File: config.mk
export PLATFORM = sky130hd
export DESIGN_NAME = core_mem_arbiter_flat
export DESIGN_NICKNAME = d
export VERILOG_FILES = /design/src/rtl/core_mem_arbiter_if.sv /design/src/rtl/core_mem_arbiter.sv /design/src/flat_wrapper.sv
export SDC_FILE = /design/constraint.sdc
export NUM_CORES = 1
export LEC_CHECK = 0
export ABC_AREA = 1
export ABC_CLOCK_PERIOD_IN_PS = 2610
export BUFFER_PORTS_ARGS = -buffer_cell sky130_fd_sc_hd__buf_2
export CAP_MARGIN = 25
export CORE_AREA = 2 2 237 239
export CTS_CLUSTER_DIAMETER = 100
export DETAILED_ROUTE_END_ITERATION = 8
export DIE_AREA = 0 0 239 241
export PLACE_DENSITY = 0.46
export SYNTH_ARGS = -nofsm -noshare
export SYNTH_HDL_FRONTEND = slang
export SYNTH_SLANG_ARGS = --single-unit
File: constraint.sdc
create_clock -name f_clk -period 2.61 [get_ports f_clk]
set_clock_uncertainty 0.1 [all_clocks]
set_input_delay 0 -clock f_clk [delete_from_list [all_inputs] [get_ports f_clk]]
set_output_delay 0 -clock f_clk [all_outputs]
set_load 0.02 [all_outputs]
File: src/rtl/core_mem_arbiter_if.sv
// core_mem_arbiter_if: one request/grant memory port (req + fields out, gnt/err/rdata back).
// The requester side uses the master modport, the responder side the slave modport.
interface core_mem_arbiter_if #(
    parameter int MEM_ADDR_W = 64,
    parameter int MEM_DATA_W = 64,
    parameter int MEM_STRB_W = MEM_DATA_W / 8
);
    logic                  req;
    logic [MEM_ADDR_W-1:0] addr;
    logic                  wen;
    logic [MEM_STRB_W-1:0] strb;
    logic [MEM_DATA_W-1:0] wdata;
    logic                  gnt;
    logic                  err;
    logic [MEM_DATA_W-1:0] rdata;

    modport master (
        output req, addr, wen, strb, wdata,
        input  gnt, err, rdata
    );

    modport slave (
        input  req, addr, wen, strb, wdata,
        output gnt, err, rdata
    );
endinterface

File: src/rtl/core_mem_arbiter.sv
// core_mem_arbiter: merges the core imem and dmem ports onto one registered memory port.
// Default build gives dmem fixed priority. Defining CORE_MEM_ARBITER_ROUND_ROBIN_EN
// makes simultaneous requests alternate, tracked by a one-bit last_owner register.
module core_mem_arbiter #(
    parameter int MEM_ADDR_W = 64,
    parameter int MEM_DATA_W = 64,
    parameter int MEM_STRB_W = MEM_DATA_W / 8
) (
    input  logic               f_clk,
    input  logic               g_resetn,
    core_mem_arbiter_if.slave  imem,
    core_mem_arbiter_if.slave  dmem,
    core_mem_arbiter_if.master mem
);
    typedef enum logic [1:0] {
        IDLE   = 2'd0,
        BUSY_I = 2'd1,
        BUSY_D = 2'd2
    } state_t;

    typedef struct packed {
        logic [MEM_ADDR_W-1:0] addr;
        logic                  wen;
        logic [MEM_STRB_W-1:0] strb;
        logic [MEM_DATA_W-1:0] wdata;
    } mem_fields_t;

    state_t      state, state_nxt;
    mem_fields_t lat;
    logic        gnt_bubble;   // high for the one IDLE cycle right after a completion
    logic        pick_d;       // dmem wins if it is requesting and allowed to

`ifdef CORE_MEM_ARBITER_ROUND_ROBIN_EN
    logic last_owner;          // 1 = imem completed last, 0 = dmem (reset value)

    // dmem wins alone, or on a tie when imem was the last one served
    always_comb pick_d = dmem.req && (!imem.req || last_owner);

    // remember who completed last so the next tie goes to the other port
    always_ff @(posedge f_clk or negedge g_resetn) begin
        if (!g_resetn)                           last_owner <= 1'b0;
        else if (mem.gnt && state == BUSY_I)     last_owner <= 1'b1;
        else if (mem.gnt && state == BUSY_D)     last_owner <= 1'b0;
    end
`else
    // fixed priority: dmem always wins a tie
    always_comb pick_d = dmem.req;
`endif

    // state register; reset kills any in-flight transaction
    always_ff @(posedge f_clk or negedge g_resetn) begin
        if (!g_resetn) state <= IDLE;
        else           state <= state_nxt;
    end

    // next state: sample in IDLE (except the bubble cycle), leave BUSY on mem_gnt
    always_comb begin
        state_nxt = state;
        case (state)
            IDLE: begin
                if (!gnt_bubble) begin
                    if (pick_d)        state_nxt = BUSY_D;
                    else if (imem.req) state_nxt = BUSY_I;
                end
            end
            BUSY_I, BUSY_D: begin
                if (mem.gnt) state_nxt = IDLE;
            end
            default: state_nxt = IDLE;
        endcase
    end

    // the cycle after a grant is a bubble: the granted port's req is still the
    // stale value then, so sampling waits one cycle and nothing is reissued
    always_ff @(posedge f_clk or negedge g_resetn) begin
        if (!g_resetn) gnt_bubble <= 1'b0;
        else           gnt_bubble <= (state != IDLE) && mem.gnt;
    end

    // latch the winner's fields on the IDLE->BUSY transition; held while busy
    always_ff @(posedge f_clk or negedge g_resetn) begin
        if (!g_resetn) begin
            lat <= '0;
        end else if (state == IDLE && state_nxt == BUSY_D) begin
            lat <= '{addr: dmem.addr, wen: dmem.wen, strb: dmem.strb, wdata: dmem.wdata};
        end else if (state == IDLE && state_nxt == BUSY_I) begin
            lat <= '{addr: imem.addr, wen: imem.wen, strb: imem.strb, wdata: imem.wdata};
        end
    end

    // downstream request is a pure decode of registered state, no path from core inputs
    always_comb begin
        mem.req   = (state != IDLE);
        mem.addr  = lat.addr;
        mem.wen   = lat.wen;
        mem.strb  = lat.strb;
        mem.wdata = lat.wdata;
    end

    // route the response to the owner only; a port that dropped req loses it
    always_comb begin
        imem.gnt   = 1'b0;
        imem.err   = 1'b0;
        imem.rdata = '0;
        dmem.gnt   = 1'b0;
        dmem.err   = 1'b0;
        dmem.rdata = '0;
        if (mem.gnt) begin
            if (state == BUSY_I && imem.req) begin
                imem.gnt   = 1'b1;
                imem.err   = mem.err;
                imem.rdata = mem.rdata;
            end
            if (state == BUSY_D && dmem.req) begin
                dmem.gnt   = 1'b1;
                dmem.err   = mem.err;
                dmem.rdata = mem.rdata;
            end
        end
    end
endmodule

File: src/flat_wrapper.sv
// flat-port wrapper written by rule: the top's interface ports become plain ports
module core_mem_arbiter_flat 
#(
    parameter int MEM_ADDR_W = 64,
    parameter int MEM_DATA_W = 64,
    parameter int MEM_STRB_W = MEM_DATA_W / 8
)
  (f_clk, g_resetn, imem_req, imem_addr, imem_wen, imem_strb, imem_wdata, imem_gnt, imem_err, imem_rdata, dmem_req, dmem_addr, dmem_wen, dmem_strb, dmem_wdata, dmem_gnt, dmem_err, dmem_rdata, mem_req, mem_addr, mem_wen, mem_strb, mem_wdata, mem_gnt, mem_err, mem_rdata);
  core_mem_arbiter_if #(.MEM_ADDR_W(MEM_ADDR_W), .MEM_DATA_W(MEM_DATA_W), .MEM_STRB_W(MEM_STRB_W)) imem_i ();
  core_mem_arbiter_if #(.MEM_ADDR_W(MEM_ADDR_W), .MEM_DATA_W(MEM_DATA_W), .MEM_STRB_W(MEM_STRB_W)) dmem_i ();
  core_mem_arbiter_if #(.MEM_ADDR_W(MEM_ADDR_W), .MEM_DATA_W(MEM_DATA_W), .MEM_STRB_W(MEM_STRB_W)) mem_i ();
  input  logic f_clk;
  input  logic g_resetn;
  input wire logic [$bits(imem_i.req)-1:0] imem_req;
  input wire logic [$bits(imem_i.addr)-1:0] imem_addr;
  input wire logic [$bits(imem_i.wen)-1:0] imem_wen;
  input wire logic [$bits(imem_i.strb)-1:0] imem_strb;
  input wire logic [$bits(imem_i.wdata)-1:0] imem_wdata;
  output wire logic [$bits(imem_i.gnt)-1:0] imem_gnt;
  output wire logic [$bits(imem_i.err)-1:0] imem_err;
  output wire logic [$bits(imem_i.rdata)-1:0] imem_rdata;
  input wire logic [$bits(dmem_i.req)-1:0] dmem_req;
  input wire logic [$bits(dmem_i.addr)-1:0] dmem_addr;
  input wire logic [$bits(dmem_i.wen)-1:0] dmem_wen;
  input wire logic [$bits(dmem_i.strb)-1:0] dmem_strb;
  input wire logic [$bits(dmem_i.wdata)-1:0] dmem_wdata;
  output wire logic [$bits(dmem_i.gnt)-1:0] dmem_gnt;
  output wire logic [$bits(dmem_i.err)-1:0] dmem_err;
  output wire logic [$bits(dmem_i.rdata)-1:0] dmem_rdata;
  output wire logic [$bits(mem_i.req)-1:0] mem_req;
  output wire logic [$bits(mem_i.addr)-1:0] mem_addr;
  output wire logic [$bits(mem_i.wen)-1:0] mem_wen;
  output wire logic [$bits(mem_i.strb)-1:0] mem_strb;
  output wire logic [$bits(mem_i.wdata)-1:0] mem_wdata;
  input wire logic [$bits(mem_i.gnt)-1:0] mem_gnt;
  input wire logic [$bits(mem_i.err)-1:0] mem_err;
  input wire logic [$bits(mem_i.rdata)-1:0] mem_rdata;
  assign imem_i.req = imem_req;
  assign imem_i.addr = imem_addr;
  assign imem_i.wen = imem_wen;
  assign imem_i.strb = imem_strb;
  assign imem_i.wdata = imem_wdata;
  assign imem_gnt = imem_i.gnt;
  assign imem_err = imem_i.err;
  assign imem_rdata = imem_i.rdata;
  assign dmem_i.req = dmem_req;
  assign dmem_i.addr = dmem_addr;
  assign dmem_i.wen = dmem_wen;
  assign dmem_i.strb = dmem_strb;
  assign dmem_i.wdata = dmem_wdata;
  assign dmem_gnt = dmem_i.gnt;
  assign dmem_err = dmem_i.err;
  assign dmem_rdata = dmem_i.rdata;
  assign mem_req = mem_i.req;
  assign mem_addr = mem_i.addr;
  assign mem_wen = mem_i.wen;
  assign mem_strb = mem_i.strb;
  assign mem_wdata = mem_i.wdata;
  assign mem_i.gnt = mem_gnt;
  assign mem_i.err = mem_err;
  assign mem_i.rdata = mem_rdata;
  core_mem_arbiter #(.MEM_ADDR_W(MEM_ADDR_W), .MEM_DATA_W(MEM_DATA_W), .MEM_STRB_W(MEM_STRB_W)) u_core (.f_clk(f_clk), .g_resetn(g_resetn), .imem(imem_i), .dmem(dmem_i), .mem(mem_i));
endmodule
==> results of run 1 <==
[final cells by class]
type | count | area share [%]
diodes | 6 | 0.0912
clock buffers | 19 | 2.75
clock inverters | 13 | 1.00
inverters | 210 | 4.79
multi-input cells | 837 | 25.0
flip-flops and latches | 140 | 21.3
well taps | 704 | 5.35
repair buffers | 947 | 39.7
[how the worst min path moves through the flow]
stage                  start  cells past startpoint                   to  slack [ps]
3_5_place_dp        g_resetn                      1  u_core.mem.addr[62]        -170
5_1_grt         dmem_addr[5]                      5   u_core.mem.addr[5]         250
6_report       mem_rdata[16]                      4       imem_rdata[16]         240
3_3_place_gp        g_resetn                      1  u_core.mem.addr[56]        -170
2_1_floorplan       g_resetn                      0    u_core.gnt_bubble        -400
4_1_cts         dmem_addr[5]                      5   u_core.mem.addr[5]         200
[worst max-delay path, delay by kind of cell (launching register included)]
| kind | cells | cell delay, ps |
|---|---|---|
| buf+inv | 3 | 830 |
| fa+ha+maj | 1 | 340 |
| flops | 1 | 410 |
| simple gates | 6 | 650 |
| compound gates | 1 | 100 |
[cells by family after synthesis]
group,Yosys count
AOI/OAI and AO/OA,138
adders and majority gates,4
DFF,140
and+or+nand+nor,695
buffers and inverters,314
[flip-flops by register name (all words and copies together) (netlist names)]
name and count:
u_core.mem.addr 64, u_core.mem.strb 8, u_core.state 2, u_core.mem.wen 1, u_core.mem.wdata 64, u_core.gnt_bubble 1
[power groups by stage]
stage	registers (mW)	logic, mW	clock network [mW]
final	4.09	11.3	2.62
after global routing	4.22	12.4	2.80
after CTS	4.08	10.8	2.74
after detailed placement	4.08	10.5	0
after global placement	4.07	10.4	0
after floorplan	5.39	5.45	0
[layer usage]
layer | up-vias | global-route usage (%)
li1 | 5760 | -
met1 | 5624 | 18.6
met5 | - | 0
met2 | 500 | 23.5
met3 | 95 | 6.21
met4 | 10 | 5.89
[repair_timing]
action / CTS / global route
pin swaps: 0 / 2
hold buffers: 281 / 0
gates cloned: 0 / 3
setup endpoints to repair: 35 / 1
gates resized for setup: 1 / 4
buffers inserted: 0 / 7
endpoints found under the hold margin: 280 / 0
[layout by cell type, fill, tap and decap left out]
cell type / n
nor2_4: 1
inv_1: 208
diode_2: 6
inv_2: 2
o21ai_1: 76
ha_1: 4
clkinv_2: 2
nand3_2: 3
buf_12: 15
buf_6: 1
inv_6: 2
a21oi_1: 1
nand4_1: 1
buf_16: 1
dfrtp_1: 139
nand2_1: 277
a21oi_4: 1
nand2_4: 1
clkbuf_8: 2
nand3b_1: 136
clkinvlp_4: 4
nand3_4: 2
nor2_1: 131
bufinv_16: 3
clkinv_4: 2
buf_4: 35
clkbuf_16: 20
dlygate4sd3_1: 280
nand2_2: 2
o21ai_0: 60
buf_2: 612
dfrtp_2: 1
nand3_1: 141
==> run summary, run 1 <==
Path category of the worst min-delay check: primary input to primary output. The top cell type by area accounts for 39.4% of the synthesized area. Of the total power, registers draw 22.7%. The run gives 5976 as the filler cell count in the final layout. The logs give 0 for the count of pins over their slew limit and 2930 ps for the required time of the critical path. Synthesis produced a netlist with a net count of 1639. The number of cells in the design after placement is 2547. In the routed design, unresolved DRC markers number 0.

Number of distinct standard cells referenced by the synthesized netlist: 21. The later pin in the worst-skew pair is clocked with a latency of 460 ps. The xor and xnor fraction of the mapped netlist area works out to 0%. The run gives 0.397 GHz as the fmax.

Row generation in the floorplan step produced 86 rows. The analysis attributes to cell leakage a power of 9.15 nW. For the detailed-route via count, the log shows 11989.

Entering global routing, the biggest net connects 86 pins. The post-layout utilization of the core was 30.0%. The startpoint identified for the worst register-to-register timing path is u_core.state[0]. The worst-case IR drop observed on VDD is 0.923 mV. The DRC marker count from the first detailed-route iteration is 554. Averaged over all synthesized cells, the footprint is 6.89 um^2.

The placed cell area was 12900 um^2. The placed wire-length estimate after detailed placement was 33900 um. Counting flops with a built-in enable in the synthesized netlist gives 0. The Yosys step of the flow raised 0 warnings.

Once the floorplan was initialized, standard cells occupied 16.2% of the core. The relative contribution of combinational cells to total power was 62.7%. The detailed-route vias per instance came out at 4.17. The I/O pin count is 614. Number of buffer cells added on primary ports: 613.

The run gives 290 ps as the worst setup timing slack at the placement stage. The run gives 2876 as the final cell count without fillers. TritonCTS built the clock tree. The synthesized design contains 140 register bits. Most used standard cell by instance count after synthesis: nand2_1.

The tools report the flip-flop and latch area as 3500 um^2. The logs give 2501 for the number of nets in the finished design and 15.1% for the combined global-route utilization of all metal layers. The flow ran to the end, and the final reports show no timing, DRC or antenna violations. By instance count, the cell type seen most on the critical path is nand2_1.

After synthesis, the share of cell area in mux cells is 0%. The number of max-capacitance violations reported is 0. The tools report the number of antenna violations at the first check in global routing as 13. The routed length on met2 is 21300 um.

The total negative slack for setup checks is 0 ps. For this run, the detailed router's first-pass iteration total came to 7. The total power divided by cell area came out at 1090 nW/um^2. Summing the areas of all fa, ha and maj instances in the mapped netlist gives 0.563% of the synthesized area. The synthesized netlist devotes 37.3% of its cell area to simple gates. The worst setup path is captured at a register. At the pin with the least slew margin, the transition time is 568 ps.

The clock edge transition at the registers on the reported setup and hold paths is 70 ps, and the sequential element share of the synthesized area is 39.4%. Of all flip-flops after synthesis, the portion carrying an async set or reset was 100%. The final-layout worst hold slack is 241 ps, and the shortest clock period the worst path allows after layout is 2520 ps. The maximum single-stage delay on the critical path is 550 ps. Cell with the largest stage delay on the worst path: dlygate4sd3_1. Arrival time at the worst endpoint: 2840 ps.

Walking the worst path, the cells encountered are inv_1 > ha_1 > nand3_2 > nand2_2 > nor2_4 > nand2_4 > buf_16 > o21ai_1 > nand2_1 > dlygate4sd3_1 > nand2_1. The detailed router put a total of 20300 um of wire on met1. The tools report the number of clock buffers inserted by TritonCTS as 17. The detailed-route wire length per cell came out at 16.4 um. Yosys attributes the largest share of cell area to dfrtp_1 39%, nand2_1 12%, nand3b_1 11%. The area growth from synthesis to layout is 85.1%.

Critical path startpoint: u_core.state[0]. The commonest cells after synthesis are 279 x nand2_1, 208 x inv_1, 144 x nand3_1. For the worst flop-to-flop path, the logic depth is 11. The tree built by TritonCTS fans out to 140 sinks. The worst setup path is launched from a register. The total area of multi-input combinational cells is 4120 um^2. The worst setup slack for register-to-register paths was 90 ps. Summing the areas of all compound-gate instances in the mapped netlist gives 7.81% of the synthesized area.

The internal portion of the total power is 8.97 mW. The floorplan step defined a core boundary enclosing 54900 um^2. The run gives 0 as the remaining number of nets flagged by the antenna check after routing. The clock root buffer master was clkbuf_16. The die extent in x was 239 um. After global routing the overflow that remains totals 0. Summed over all layers, the routed wires come to 47200 um. The congestion estimate from routability-driven global placement came to 0.965.

The run gives 4270 um as the met3 layer wire length in the routed design. The analysis attributes to net switching a power of 9.01 mW. The critical path ends at u_core.mem.addr[0]. From bottom edge to top edge, the die measures 241 um. Number of global-route vias before repair: 11542. The switching part of the total power was 50.1%. The setup path with the least slack is of type register to register. In this run the worst path has a maximum fanout of 35.

The tools report the number of hold violations in the final report as 0. The prevailing post-synth register cell was dfrtp_1. In the final layout, the share of cells above drive strength 1 is 32.9%. The depth of the CTS H-tree came out at 4. The clock passes through at most 2 buffers. Setup violations remaining at the end of the flow were counted as 0.

After synthesis the cells add up to 8890 um^2. After detailed routing, no signal wire sits above met5. The worst path meets setup with 90.2 ps of slack. The wire length of the first global-routing pass is 66400 um. The gate count of the mapped netlist is 1291. The largest family of logic cells by synthesized area was simple AND/OR/NAND/NOR gates. Summing all non-filler instances in the final layout gives an area of 16500 um^2. Headroom to the max-slew limit came out at 62.1%. Per report_power, the clock group accounts for 14.6% of the total.

The cell type contributing the most total cell area after synthesis was dfrtp_1. The endpoint identified for the worst register-to-register timing path is u_core.mem.addr[0]. For the die area, the log shows 57600 um^2. The final cycle utilization of the critical path came out at 96.5%.

The completed layout was analyzed and its total power is 18.0 mW.
No activity file was read; power rests on OpenSTA's default activity.
==> run 2, diff against run 1 <==
Settings changed: CORE_AREA 2 2 237 239 to 2 2 236 238, DIE_AREA 0 0 239 241 to 0 0 238 240, PLACE_DENSITY 0.46 to 0.47.
==> run summary, run 2 (same netlist as run 1, synthesis figures left out) <==
The path category of the worst min-delay check was primary input to register (was primary input to primary output). The total power is 17.2 mW (was 18.0 mW). The actual slew at the worst max-slew pin was 550 ps (was 568 ps). The area overhead of the layout relative to synthesis is 81.5% (was 85.1%). The logs give 0 ps (unchanged) for the total negative slack for setup checks and 0 (was 1) for the number of cells upsized or downsized after cts. The maximum single-stage delay on the critical path is 430 ps (was 550 ps).

The placed wire-length estimate after detailed placement is 35500 um (was 33900 um). The remaining routing DRC violations is 0 (unchanged). The required time of the critical path was 2510 ps (was 2930 ps); the largest net degree at the start of global routing was 111 (was 86). The count of pins over their slew limit came out at 0 (unchanged). The logs give 0.411 GHz (was 0.397 GHz) for the fmax and 140 (unchanged) for the total number of clock tree sinks.

The tools report the number of nets in the finished design as 2478 (was 2501). The final cycle utilization of the critical path is 93.2% (was 96.5%), and the number of clock buffers inserted by TritonCTS is 17 (unchanged). The final non-filler cell area is 16100 um^2 (was 16500 um^2), and the latest clock arrival within the worst-skew pair is 470 ps (was 460 ps). Startpoint-to-endpoint class of the critical path: register to primary output (was register to register).

The logs give 614 (unchanged) for the I/O pin count and 5907 (was 5976) for the filler cell count in the final layout. For the arrival time at the worst endpoint, the log shows 2330 ps (was 2840 ps). The maximum fanout along the worst path came out at 49 (was 35). The shortest clock period the worst path allows after layout came out at 2430 ps (was 2520 ps). The tools report the placed cell area as 12700 um^2 (was 12900 um^2).

Cell with the largest stage delay on the worst path: dfrtp_1 (was dlygate4sd3_1). The ratio of cells with drive above 1 in the final layout came out at 32.0% (was 32.9%). The total power divided by cell area came out at 1070 nW/um^2 (was 1090 nW/um^2). The number of antenna violations at the first check in global routing came out at 10 (was 13). For the total leakage power, the log shows 8.99 nW (was 9.15 nW). The final estimated routing congestion in global placement is 0.962 (was 0.965).

Wire length of the first global-routing pass: 70500 um (was 66400 um). For the number of max-capacitance violations reported, the log shows 0 (unchanged). Commonest cells after routing, fill and taps aside: 612 x buf_2, 279 x dlygate4sd3_1, 278 x nand2_1 (was 612 x buf_2, 280 x dlygate4sd3_1, 277 x nand2_1). The number of cells in the design after placement came out at 2535 (was 2547). The maximum clock path buffer count came out at 2 (unchanged). The post-layout utilization of the core came out at 29.5% (was 30.0%). The remaining number of nets flagged by the antenna check after routing is 0 (unchanged). Leading cell type in the layout, fill and taps excluded: buf_2 (unchanged). Kind of capture point of the worst setup path: a primary output (was a register). The flow ran to the end, and the final reports show no timing, DRC or antenna violations. The logs give 0.643 mV (was 0.923 mV) for the maximum vdd ir drop and 698 (was 554) for the DRC marker count from the first detailed-route iteration.

The die area came out at 57100 um^2 (was 57600 um^2). The logs give 177 ps (was 90.2 ps) for the worst setup slack after layout and 16.4% (was 15.1%) for the combined global-route utilization of all metal layers. The standard cell core area was 54700 um^2 (was 54900 um^2); the clock edge transition at the registers on the reported setup and hold paths was 70 ps (about the same).

The detailed-route via count is 11656 (was 11989), and the number of search-and-repair iterations in the first detailed-routing pass is 6 (was 7). Series of cell instances along the critical path: inv_1 > ha_1 > nand3_2 > buf_12 > nor2_1 > buf_2 (was inv_1 > ha_1 > nand3_2 > nand2_2 > nor2_4 > nand2_4 > buf_16 > o21ai_1 > nand2_1 > dlygate4sd3_1 > nand2_1). The detailed-route vias per instance is 4.09 (was 4.17), and the wire length after detailed routing is 48300 um (was 47200 um). The tools report the depth of the CTS H-tree as 4 (unchanged). The length in cells of the worst reg-to-reg path was 11 (unchanged); the setup violation total in the final timing report was 0 (unchanged). For the global route total overflow, the log shows 0 (unchanged). The floorplan die height is 240 um (was 241 um). The run gives 0 (unchanged) as the number of hold violations in the final report. Setup repair after global routing left no endpoint under its margin.

The run gives 2850 (was 2876) as the final cell count without fillers. The reg-to-reg startpoint is u_core.state[0] (unchanged). The worst setup timing slack at the placement stage is 316 ps (was 290 ps). The tools report the relative slew slack as 63.3% (was 62.1%). The run gives 280 ps (was 90 ps) as the worst setup slack for register-to-register paths. Gate family responsible for the most delay along the worst path: buffers and inverters (unchanged). The number of buffers added for setup after CTS was 0 (unchanged); the number of buffer and inverter instances along the worst setup path was 3 (unchanged). The hold path endpoint is u_core.mem.wdata[33] (was imem_rdata[16]). The launching element type of the critical path was a register (unchanged). For the number of global-route vias before repair, the log shows 11601 (was 11542). The starting density of the core is 16.3% (was 16.2%), and the detailed-route wire length per cell is 17.0 um (was 16.4 um). For the number of placement rows, the log shows 86 (unchanged). The cell count of the worst hold path is 6 (was 4). The clock root buffer master is clkbuf_16 (unchanged). The die extent in x was 238 um (was 239 um); the final-layout worst hold slack was 125 ps (was 241 ps).

The critical hold path startpoint is dmem_req (was mem_rdata[16]). TritonCTS built the clock tree. The number of buffer cells added on primary ports works out to 613 (unchanged).

The capture point of the worst reg-to-reg path was u_core.mem.addr[37] (was u_core.mem.addr[0]). The hold buffer count at cts is 280 (was 281).
==> run 2: cell types whose count changed in the layout (fill, tap and decap cells not counted), moves of 2 or more <==
cell / change
buf_4: -17
clkbuf_16: -3
diode_2: -3
buf_12: -2
clkbuf_8: -2
clkinvlp_4: +2
==> run 2: routing by layer <==
layer	wire length [um]	GRT usage (%)
met1	20200	19.9
met2	22300	26.3
met3	4270	6.05
met4	1420	6.65
met5	63	0
==> run 2: final cells by class <==
| cell class | count | area (um^2) | share of cell area, % |
|---|---|---|---|
| antenna | 3 | 7.51 | 0.0465 |
| inverter | 210 | 788 | 4.88 |
| clock inverter | 14 | 146 | 0.907 |
| timing repair buffer | 924 | 6290 | 39.0 |
| sequential | 140 | 3500 | 21.7 |
| clock buffer | 18 | 429 | 2.66 |
| multi-input combinational | 837 | 4100 | 25.4 |
| tap | 704 | 881 | 5.46 |
==> run 2: worst max-delay path by stage <==
stage,startpoint,slack [ps],cells after the start,endpoint
5_1_grt,u_core.state[1],10,6,imem_rdata[59]
3_5_place_dp,u_core.state[1],320,11,u_core.mem.addr[29]
2_1_floorplan,u_core.state[1],800,10,u_core.mem.strb[2]
4_1_cts,u_core.state[1],120,6,imem_rdata[59]
3_3_place_gp,u_core.state[1],370,11,u_core.mem.addr[43]
6_report,u_core.state[1],180,6,imem_rdata[59]
==> run 2: worst reg2reg max path: stages, from the launching register on <==
cell     delay (ps)
dfrtp_1         400
inv_1           100
ha_1            330
nand3_1         110
nand2_1         190
nor2_4           90
nand2_4         100
buf_12          210
buf_4           300
o21ai_0         130
nand2_1          80
nand2_1          60
==> run 2: power by group <==
| group | switching [mW] | internal [mW] | leakage, nW |
|---|---|---|---|
| Sequential | 0.687 | 3.42 | 1.65 |
| Clock | 1.08 | 1.40 | 0.265 |
| Combinational | 7.01 | 3.64 | 7.07 |
| Total | 8.77 | 8.47 | 8.99 |
==> run 3, diff against run 2 <==
Settings changed: ABC_AREA 1 to not set, CORE_AREA 2 2 236 238 to 2 2 238 240, DIE_AREA 0 0 238 240 to 0 0 240 242.
==> run summary, run 3 <==
The run finished with clean final reports. The logs give 16.5% (was 16.4%) for the combined global-route utilization of all metal layers and 27.6% (was 26.3%) for the met2 usage in global routing. Number of cells in the design after placement: 2262 (was 2535).

Path category of the worst min-delay check: primary input to primary output (was primary input to register). The total leakage power was 7.42 nW (was 8.99 nW). The maximum vdd ir drop is 0.672 mV (was 0.643 mV). The layer with the highest usage is met2 (unchanged).

The most used standard cell by instance count after synthesis was dfrtp_1 (was nand2_1). The starting density of the core came out at 16.3% (about the same). For the count of pins over their slew limit, the log shows 0 (unchanged). The run gives 0 ps (unchanged) as the total negative slack for setup checks.

The proportion of synthesized flip-flops having asynchronous set or reset is 100% (unchanged). The net count of the mapped netlist was 1311 (was 1639). The floorplan die height was 242 um (was 240 um).

TritonCTS built the clock tree. The sequential element share of the synthesized area is 38.5% (was 39.4%), and the remaining routing DRC violations is 0 (unchanged). Setup repair after global routing left no endpoint under its margin.

The number of antenna violations at the first check in global routing came out at 22 (was 10). The mean post-synth cell area was 9.44 um^2 (was 6.89 um^2). Biggest area contributors in the synthesized netlist: dfrtp_1 39%, o31a_1 13%, nor3b_1 11% (was dfrtp_1 39%, nand2_1 12%, nand3b_1 11%). The number of clock buffers inserted by TritonCTS was 17 (unchanged); the number of warnings reported in the yosys synthesis log was 0 (unchanged). The clock edge transition at the registers on the reported setup and hold paths is 60 ps (was 70 ps), and the total number of clock tree sinks is 140 (unchanged).

The required time of the critical path is 2870 ps (was 2510 ps), and the number of search-and-repair iterations in the first detailed-routing pass is 5 (was 6). The synthesized cell area is 9090 um^2 (was 8890 um^2). The shortest clock period the worst path allows after layout works out to 2450 ps (was 2430 ps). The tools report the wire length after detailed routing as 49000 um (was 48300 um). The detailed-route vias per instance is 4.30 (was 4.09).

The maximum clock path buffer count came out at 2 (unchanged). The arrival time at the worst endpoint is 2710 ps (was 2330 ps). The tools report the number of distinct standard cells referenced by the synthesized netlist as 25 (was 21).

The met3 track utilization from global routing is 4.20% (was 6.05%). The cell with the largest stage delay on the worst path was a2111o_2 (was dfrtp_1). Cell types with the highest counts after synthesis: 140 x dfrtp_1, 138 x nor3b_1, 137 x o21a_1 (was 279 x nand2_1, 208 x inv_1, 144 x nand3_1). The number of hold violations in the final report came out at 0 (unchanged). Number of nets in the finished design: 2153 (was 2478).

Commonest cells after routing, fill and taps aside: 612 x buf_2, 279 x dlygate4sd3_1, 140 x dfrtp_1 (was 612 x buf_2, 279 x dlygate4sd3_1, 278 x nand2_1). The share of the synthesized area in the top cell type is 38.5% (was 39.4%). The number of synthesized flops with an enable pin is 0 (unchanged), and the final estimated routing congestion in global placement is 0.869 (was 0.962).

The number of buffer cells added on primary ports was 613 (unchanged); the number of max-capacitance violations reported was 0 (unchanged). The actual slew at the worst max-slew pin works out to 746 ps (was 550 ps). The run gives 17.8% (was 19.9%) as the met1 routing resource usage after global routing. Series of cell instances along the critical path: buf_4 > ha_1 > a2111o_2 > buf_12 > o21a_1 > o31a_1 (was inv_1 > ha_1 > nand3_2 > buf_12 > nor2_1 > buf_2).

The setup violation total in the final timing report was 0 (unchanged); the area overhead of the layout relative to synthesis was 84.2% (was 81.5%). The gate family responsible for the most delay along the worst path is compound AO/OA/AOI/OAI gates (was buffers and inverters). The final-layout worst hold slack was 230 ps (was 125 ps); the number of buffers added for setup after CTS was 0 (unchanged).

The tools report the number of placement rows as 87 (was 86). The final cycle utilization of the critical path works out to 93.8% (was 93.2%). The clock root buffer master is clkbuf_16 (unchanged). The launching element type of the critical path was a register (unchanged).

The die extent in x works out to 240 um (was 238 um). The startpoint-to-endpoint class of the critical path is register to register (was register to primary output). The remaining number of nets flagged by the antenna check after routing came out at 0 (unchanged). The detailed-route via count is 11129 (was 11656). Final cell count without fillers: 2587 (was 2850). The depth of the CTS H-tree came out at 4 (unchanged).

Largest net degree at the start of global routing: 129 (was 111). The number of buffer and inverter instances along the worst setup path was 2 (was 3); the relative slew slack was 50.3% (was 63.3%). The global route total overflow is 0 (unchanged).

The tools report the fmax as 0.409 GHz (was 0.411 GHz). For the number of global-route vias before repair, the log shows 11387 (was 11601). The gate count of the mapped netlist is 963 (was 1291), and the DRC marker count from the first detailed-route iteration is 462 (was 698).

The total power divided by cell area is 1090 nW/um^2 (was 1070 nW/um^2), and the maximum fanout along the worst path is 128 (was 49). The prevailing post-synth register cell was dfrtp_1 (unchanged). The detailed-route wire length per cell works out to 18.9 um (was 17.0 um). The cell type contributing the most total cell area after synthesis was dfrtp_1 (unchanged). The standard cell core area came out at 55700 um^2 (was 54700 um^2). The placed wire-length estimate after detailed placement came out at 35400 um (was 35500 um).

The tools report the latest clock arrival within the worst-skew pair as 480 ps (was 470 ps). The logs give 614 (unchanged) for the I/O pin count and 58100 um^2 (was 57100 um^2) for the die area. The number of storage elements in the synthesis netlist was 140 (unchanged).

The wire length of the first global-routing pass is 71700 um (was 70500 um). The leading cell type in the layout, fill and taps excluded was buf_2 (unchanged). The total power was 18.3 mW (was 17.2 mW); the filler cell count in the final layout was 5914 (was 5907).

The ratio of cells with drive above 1 in the final layout was 38.6% (was 32.0%). The tools report the kind of capture point of the worst setup path as a register (was a primary output). Maximum single-stage delay on the critical path: 410 ps (was 430 ps).
[run 3: cell families after synthesis]
| logic type | after synthesis | synth area share, % |
|---|---|---|
| adders and majority gates | 4 | 0.551 |
| and+or+nand+nor | 417 | 30.6 |
| DFF | 140 | 38.5 |
| buffers and inverters | 121 | 5.26 |
| AOI/OAI and AO/OA | 281 | 25.0 |
[run 3: power breakdown]
group          switching (mW)  leakage (nW)  internal (mW)  total [mW]
combinational            6.66          5.57           5.12        11.8
clock                    1.12         0.261           1.33        2.45
sequential              0.655          1.60           3.38        4.03
[run 3: timing repair]
item                                   CTS  global route
hold buffers                           280             0
endpoints found under the hold margin  280             0
resized for setup                        0             0
setup endpoints to repair                0             0
[run 3: metrics by stage]
stage                     setup WS (ps)  utilization, %  cell area, um^2
after floorplan                     364               -             9090
after global placement              326            23.9            13300
after detailed placement            346            23.9            13300
after CTS                           178            30.0            16700
after global routing               69.6            30.1            16700
final                               162            30.1            16700
[run 3: path summary, 6_finish.rpt]
check                                     startpoint              endpoint  slack, ps  cells past startpoint
min in group asynchronous                   g_resetn    u_core.mem.strb[7]        520                      4
worst max register to register       u_core.state[1]   u_core.mem.addr[36]        160                      6
worst min-delay path                   mem_rdata[33]        imem_rdata[33]        230                      3
worst max-delay path                 u_core.state[1]   u_core.mem.addr[36]        160                      6
max in group asynchronous                   g_resetn  u_core.mem.wdata[58]       1300                      4
worst min register to register  u_core.mem.wdata[59]  u_core.mem.wdata[59]        500                      2
[run 3: area by class of cell]
| type | count | area (um^2) | share of cell area, % |
|---|---|---|---|
| clock inverter | 14 | 121 | 0.725 |
| sequential | 140 | 3500 | 20.9 |
| clock buffer | 18 | 439 | 2.62 |
| tap | 756 | 946 | 5.65 |
| multi-input combinational | 702 | 5150 | 30.7 |
| inverter | 3 | 11.3 | 0.0672 |
| timing repair buffer | 941 | 6550 | 39.1 |
| antenna | 13 | 32.5 | 0.194 |
[run 3: routing by layer]
layer / part of all wire [%] / vias up / wire, um
met5: 0 / - / 0
met4: 5.6 / 0 / 2730
met3: 6.3 / 98 / 3100
met2: 50 / 484 / 24500
met1: 38 / 5336 / 18700
li1: - / 5211 / -
[run 3: tightest hold or removal path, cell delays in order]
cell,delay (ps)
buf_2,80
and2_1,100
buf_2,150
